<file path="src/rtl/ff_write_arbiter.sv">
// ff_write_arbiter
//   Round-robin arbiter that owns the enable/data inputs of one shared
//   enable-gated D register bank and multiplexes it among NREQ requesters.
//   Every transaction is IDLE (arbitrate, latch) -> WRITE (one-cycle strobe)
//   -> CHECK (ack plus read-back compare of the bank's Q).
//
// Parameters
//   NREQ : number of requesters (2..8)
//   W    : data width of the shared register
//
// Ports
//   clk     : system clock, rising edge
//   reset   : asynchronous, active-high reset
//   req     : per-requester write request, held until matching ack
//   wdata   : packed write data, requester i owns [i*W +: W]
//   q       : Q of the shared register, used for read-back
//   eneable : write enable to the shared register (high in WRITE only)
//   d       : data to the shared register's D input (latched data)
//   gnt     : one-hot grant, high in WRITE and CHECK
//   ack     : one-hot completion pulse in CHECK
//   err     : read-back mismatch pulse, coincident with ack
//   busy    : high whenever not IDLE
module ff_write_arbiter #(
   parameter int NREQ = 4,
   parameter int W    = 4
) (
   input  logic              clk,
   input  logic              reset,
   input  logic [NREQ-1:0]   req,
   input  logic [NREQ*W-1:0] wdata,
   input  logic [W-1:0]      q,
   output logic              eneable,
   output logic [W-1:0]      d,
   output logic [NREQ-1:0]   gnt,
   output logic [NREQ-1:0]   ack,
   output logic              err,
   output logic              busy
);

   localparam int IW = (NREQ > 1) ? $clog2(NREQ) : 1;

   typedef enum logic [1:0] {
      ST_IDLE  = 2'd0,
      ST_WRITE = 2'd1,
      ST_CHECK = 2'd2
   } state_t;

   state_t        state_q, state_d;
   logic [IW-1:0] ptr_q, ptr_d;
   logic [IW-1:0] win_q, win_d;
   logic [W-1:0]  data_q, data_d;

   // Arbitration results (IDLE only)
   logic          found;
   logic [IW-1:0] pick_idx;
   logic [IW:0]   cand;
   logic [W-1:0]  pick_data;
   logic [NREQ-1:0] win_oh;

   // Round-robin search starting at ptr_q. The candidate is formed one bit
   // wider than the index so the modulo-NREQ wrap is exact for
   // non-power-of-two NREQ.
   always_comb begin
      found    = 1'b0;
      pick_idx = '0;
      cand     = '0;
      for (int unsigned i = 0; i < NREQ; i++) begin
         cand = {1'b0, ptr_q} + (IW+1)'(i);
         if (cand >= (IW+1)'(NREQ)) begin
            cand = cand - (IW+1)'(NREQ);
         end
         if (!found && req[cand[IW-1:0]]) begin
            found    = 1'b1;
            pick_idx = cand[IW-1:0];
         end
      end
   end

   always_comb begin
      pick_data = '0;
      for (int unsigned i = 0; i < NREQ; i++) begin
         if (pick_idx == IW'(i)) begin
            pick_data = wdata[i*W +: W];
         end
      end
   end

   always_comb begin
      win_oh = '0;
      for (int unsigned i = 0; i < NREQ; i++) begin
         win_oh[i] = (win_q == IW'(i));
      end
   end

   // Next-state logic
   always_comb begin
      state_d = state_q;
      ptr_d   = ptr_q;
      win_d   = win_q;
      data_d  = data_q;
      unique case (state_q)
         ST_IDLE: begin
            if (found) begin
               win_d   = pick_idx;
               data_d  = pick_data;
               state_d = ST_WRITE;
            end
         end
         ST_WRITE: begin
            state_d = ST_CHECK;
         end
         ST_CHECK: begin
            // Winner drops to lowest priority for the next search.
            if (win_q == IW'(NREQ-1)) begin
               ptr_d = '0;
            end else begin
               ptr_d = win_q + IW'(1);
            end
            state_d = ST_IDLE;
         end
         default: begin
            state_d = ST_IDLE;
         end
      endcase
   end

   always_ff @(posedge clk or posedge reset) begin
      if (reset) begin
         state_q <= ST_IDLE;
         ptr_q   <= '0;
         win_q   <= '0;
         data_q  <= '0;
      end else begin
         state_q <= state_d;
         ptr_q   <= ptr_d;
         win_q   <= win_d;
         data_q  <= data_d;
      end
   end

   // Outputs decoded from registered state only (q feeds err in CHECK).
   always_comb begin
      eneable = 1'b0;
      gnt     = '0;
      ack     = '0;
      err     = 1'b0;
      busy    = 1'b0;
      d       = data_q;
      unique case (state_q)
         ST_WRITE: begin
            eneable = 1'b1;
            gnt     = win_oh;
            busy    = 1'b1;
         end
         ST_CHECK: begin
            gnt  = win_oh;
            ack  = win_oh;
            err  = (q != data_q);
            busy = 1'b1;
         end
         default: begin
         end
      endcase
   end

endmodule
</file>
<file path="config.mk">
export PLATFORM = sky130hd
export DESIGN_NAME = ff_write_arbiter
export DESIGN_NICKNAME = d
export VERILOG_FILES = /design/src/rtl/ff_write_arbiter.sv
export SDC_FILE = /design/constraint.sdc
export NUM_CORES = 1
export LEC_CHECK = 0
export CAP_MARGIN = 25
export CORE_MARGIN = 2
export CORE_UTILIZATION = 38
export CTS_CLUSTER_DIAMETER = 30
export CTS_CLUSTER_SIZE = 12
export DETAILED_ROUTE_END_ITERATION = 12
export HOLD_SLACK_MARGIN = 0.08
export PLACE_DENSITY = 0.84
export SLEW_MARGIN = 20
export SYNTH_ARGS = -nofsm -noshare
export SYNTH_HDL_FRONTEND = slang
export SYNTH_SLANG_ARGS = --single-unit
</file>
<file path="constraint.sdc">
create_clock -name clk -period 1.8 [get_ports clk]
set_input_delay 0.36 -clock clk [delete_from_list [all_inputs] [get_ports clk]]
set_output_delay 0.36 -clock clk [all_outputs]
set_load 0.05 [all_outputs]
</file>
---- After elaboration in Yosys (flattened, before gate mapping) ----
Index checks and enable logic that the tools add are counted.
operators by class
  div/mod/pow operators ................... 0
  reductions and logical operators ........ 11
  multiply operators ...................... 0
  bitwise gates (word level) .............. 0
  eq/ne operators ......................... 10
  shift operators ......................... 0
  multiplexer cells ....................... 32
  $add $sub $neg .......................... 8
  magnitude comparators ................... 8
operators by type and width
  kind                 count
  $mux 4               6
  $mux 2               10
  $lt 2x3->1 const B   4
  $mux 1               11
  $eq 2x2->1 const B   5
  $ge 3x3->1 const B   3
  $bmux 1 s2           4
  $sub 2x1->2 const B  4
  $add 2x2->3 const B  2
  $eq 2x1->1 const B   3
  $logic_not 2->1      3
  $ne 4x4->1           1
  $pmux 2 s2           1
  $add 2x1->3 const B  1
  $ge 2x3->1 const B   1
  $logic_and 1x1->1    3
  $logic_not 1->1      3
  $add 2x1->2 const B  1
  $ne 2x2->1 const B   1
  $reduce_and 2->1     1
  $reduce_or 2->1      1
storage, ports and cells
  register bits after elaboration ......... 10
  input bits .............................. 26
  word-level logic and storage cells ...... 73
  memories kept ........................... 0
  RAM bits ................................ 0
  output and inout port bits .............. 15
  latch bits .............................. 0
  memory bits (read-only) ................. 0

---- Depth between registers and ports, before layout ----
  depth after elaboration ................. 19
  mapped depth ............................ 6
  depth with buffers taken out ............ 5

---- Worst setup path after synthesis ----
No wires, ideal clock.
  path type ............................... flip-flop to output port
  start point ............................. register state_q[0]
  end point ............................... output gnt[1]
  slack ................................... -38 ps
  data required time ...................... 1440 ps
  stages on the path, launching flop included .. 4
  buffers on the path ..................... 0
  data arrival time ....................... 1478 ps
  cells stage by stage .................... dfrtp_1 > inv_1 > ha_1 > and2_1
between the ends
  cells in the longest elaborated chain, start to end .. 3
  elaborated cells between the ends (all ways) .. 4
  classes of those cells .................. eq/ne (2); mux (1); reduce/logical (1)
RTL lines
  element                                   RTL line  source
  start: declaration                        48        state_t state_q, state_d;
  start signal: assignment                  134       state_q <= state_d;
  $eq 2x2->1 or $eq 2x1->1 (tied branches)  149       unique case (state_q)
  $reduce_or 2->1 (no line) (*)             n/a
  $mux 4 (*)                                149
  end: declaration                          34        output logic [NREQ-1:0] gnt,
Every way passes the cells marked *; elsewhere a longest branch is shown, timed or not.

---- Worst setup path in the final report ----
  start point ............................. register data_q[0] (netlist: d[0])
  end point ............................... output err
between the ends
  cells in the longest elaborated chain, start to end .. 2
RTL lines
  element                   RTL line  source
  start: declaration        51        logic [W-1:0] data_q, data_d;
  start signal: assignment  137       data_q <= data_d;
  $ne 4x4->1                158       err = (q != data_q);
  $mux 1                    149
  end: declaration          36        output logic err,
Every way passes these cells.

==> results <==
- The number of nets in the layout is ~160.
- After detailed routing, the number of remaining DRC violations is 0.
- The area added between synthesis and finish is 87.9%.
- The flow ran to the end, and the final reports show no timing, DRC or antenna violations.
- The worst-case vdd ir drop is between 1 and 1.5 mV.
- The share of the synthesized area in the top cell type is 0.333.
- For the final database, setup skew stands at 0.00983 ns.
- The number of hold buffers added after cts is 0.
- Synthesis produced about 80 cells.
- The first routing iteration left 23 violations.
- The total CTS buffers is 3.
- After synthesis, the mean cell area works out to slightly below 10 sq um.
- The post-synthesis cell type with the largest combined area is sky130_fd_sc_hd__dfrtp_1.
- The analysis attributes to net switching a power of 1.24 mW.
- The share of total power consumed by net switching is 0.477.
- The top achievable clock speed is 0.558 GHz.
- The clock root buffer is sky130_fd_sc_hd__clkbuf_4.
- The floorplan step set the die width to just under 50 um.
- Setup repair after global routing could not meet its margin everywhere.
- The number of diodes added for antenna fixing is 0.
- The total of warnings raised by yosys is 0.
- The post-route clock period utilization is 0.996.
- The type of the most critical hold path is in2async.
- For this run, the detailed router's first-pass iteration total came to 5.
- TritonCTS built the clock tree.
- The final cell count without fillers is between 150 and 200.
- The routed length per placed instance is ~15 um.
- The worst setup path is of the reg2out kind.
- For the worst-skew pair, the clock arrives at the later sink with an insertion delay of around 0.27 ns.
- The total global routing overflow is 0.
- The data arrival time of the worst path is roughly 1.4 ns.
- The congestion estimate from routability-driven global placement came to around 0.77.
- Setup violations remaining at the end of the flow were counted as 0.
- The synthesized design contains 0 enable-type register cells.
- Counting instances in the post-synthesis netlist gives the leading cell types as sky130_fd_sc_hd__dfrtp_1 (10), sky130_fd_sc_hd__mux2i_1 (9), sky130_fd_sc_hd__nand2_1 (9), sky130_fd_sc_hd__and2_1 (8).
- The number of nets with antenna violations after detailed routing is 0.
- For the worst setup path, the data required time is between 1 and 1.5 ns.
- Power spread over the standard cell area amounts to 1840 nW/um^2.
- The final-report max-slew violation count was 0.
- The portion of total power attributed to sequential cells is 0.170.
- The area of the core region is ~1900 sq um.
- CTS built an H-tree with a depth of 1.
- The detailed-placement wirelength estimate is about 1800 um.
- After synthesis the netlist holds a flip-flop and latch count of 10.
- The pin count of the biggest net entering global routing is 11.
- The initial antenna violation count was 0.
- The cell with the most instances after synthesis is sky130_fd_sc_hd__dfrtp_1.
- The critical path endpoint category is an output pin.
- The floorplan step defined a die boundary enclosing between 2000 and 2500 sq um.
- The largest fanout of any net on the critical path is 3.
- The total instance count after detailed placement is around 150.
- The category of the worst setup path launch point is a flop.
- The via-per-instance ratio is 5.08.
- The internal power summed over all cells is 1.36 mW.
- The proportion of power drawn by the clock network is 0.078.
- The number of maximum-capacitance constraint violations is 0.
- The vias after detailed routing is 788.
- The analysis attributes to cell leakage a power of roughly 0.65 nW.
- The number of nets handed over by synthesis was 111.
- At the pin with the least slew margin, the transition time is between 0.4 and 0.5 ns.
- Headroom to the max-slew limit came out at 0.676.
- By area the synthesized netlist is led by sky130_fd_sc_hd__dfrtp_1 (33%), sky130_fd_sc_hd__mux2i_1 (12%), sky130_fd_sc_hd__ha_1 (12%), sky130_fd_sc_hd__and2_1 (6.7%), sky130_fd_sc_hd__o221ai_1 (4.7%).
- The post-synth design cell area is ~750 sq um.
- The initial standard-cell utilization of the core is 0.391.
- Of the cells placed in the final design, the portion with a size suffix greater than 1 is 0.320.
- The minimum clock period after layout is between 1.5 and 2 ns.
- The number of global-route vias before repair is ~800.
- The clock transition at the register clock pins on the worst setup and hold paths after CTS is about 0.070 ns.
- The count of input and output buffers is 40.
- For this design, the sink count on the clock tree is 10.
- The completed layout was analyzed and its total power is between 2 and 3 mW.
- Yosys mapped the design onto 24 distinct sky130hd cell types.
- The first global-routing pass estimated approximately 3700 um of wire.
- The sequential element share of the synthesized area is 0.333.
- Pin placement for this block handled between 40 and 50 I/O pins.
- The die span in y is between 40 and 50 um.
- In the global route stage, overall resource usage came out at 0.202.
- The row count is 16.
- In the synthesized netlist the async set-or-reset flop fraction comes to 1.00.
- For flop-to-flop paths, the worst setup slack is approximately 0.15 ns.
- The final count of hold timing violations is 0.
- The predominant post-synthesis flop cell is sky130_fd_sc_hd__dfrtp_1.
- The maximum clock path buffer count is 2.
- The aggregate routed wire length is 2390 um.
- Of the total power, combinational logic draws 0.752.
==> layout by cell type (no fill, tap or decap), drive strengths merged, types with 7 or more instances in the layout <==
cell / Yosys / routed
and2: 8 / 8
buf: 1 / 22
clkdlybuf4s50: 0 / 20
dfrtp: 10 / 10
ha: 7 / 7
inv: 7 / 7
mux2i: 9 / 9
nand2: 10 / 10
==> critical path: stages, from the launching register on <==
cell and delay [ns]:
sky130_fd_sc_hd__dfrtp_1 0.41, sky130_fd_sc_hd__xor2_1 0.16, sky130_fd_sc_hd__o41a_1 0.43, sky130_fd_sc_hd__buf_6 0.16
==> path summary, 6_finish.rpt <==
check                      startpoint  cells past startpoint  endpoint
min                             reset                      2      d[2]
max reg2reg                  ptr_q[1]                      5      d[1]
min reg2reg                      d[3]                      2      d[3]
min in group clk                 d[3]                      2      d[3]
max                              d[0]                      3       err
max in group asynchronous       reset                      2  win_q[0]
==> flip-flops by register name, indices dropped and copies added (netlist names) <==
signal,count
win_q,2
ptr_q,2
state_q,2
d,4
==> final cells by class <==
cell class	count	area (sq um)
repair buffers	47	542
multi-input cells	60	524
fillers	140	509
flip-flops and latches	10	250
clock buffers	4	36.3
well taps	27	33.8
inverters	7	26.3
==> power by group through the flow <==
stage / Sequential, mW / Clock, mW / Combinational [mW]
detailed placement: 0.439 / 0 / 1.81
floorplan: 0.575 / 0 / 0.918
finish: 0.443 / 0.202 / 1.96
CTS: 0.435 / 0.207 / 1.88
global route: 0.461 / 0.229 / 2.07
global placement: 0.434 / 0 / 1.76
==> per-layer routing <==
layer / vias to the layer above / wire length (um) / global-route usage
met5: - / 0 / 0
met4: 0 / 19 / 0.0571
met3: 4 / 101 / 0.0340
met2: 30 / 1420 / 0.384
met1: 379 / 850 / 0.231
li1: 375 / - / -
==> kinds of logic after synthesis <==
group | synth area share
AO/OA/AOI/OAI | 0.138
multiplexers | 0.150
XOR/XNOR | 0.0466
flip-flops | 0.333
AND/OR/NAND/NOR | 0.175
buffers and inverters | 0.0416
adder cells (fa/ha/maj) | 0.116
==> stage by stage <==
| stage | util | cell area (sq um) | setup slack (ns) | hold WS, ns | TNS, ns |
|---|---|---|---|---|---|
| 2_1_floorplan | - | 757 | 0.00805 | 0.200 | 0 |
| 3_3_place_gp | 0.682 | 1310 | -0.292 | 0.518 | -1.50 |
| 3_5_place_dp | 0.682 | 1310 | -0.392 | 0.527 | -1.96 |
| 4_1_cts | 0.713 | 1370 | 0.00386 | 0.373 | 0 |
| 5_1_grt | 0.735 | 1410 | -0.0420 | 0.427 | -0.0673 |
| 6_report | 0.735 | 1410 | 0.00706 | 0.367 | 0 |
==> repair_timing <==
item                       4_1_cts  5_1_grt
resized for setup               11        5
setup endpoints to repair       13        6
pin swaps                        1        3
buffers inserted                 0        2
Note: power is estimated with default switching activity, not from simulation.
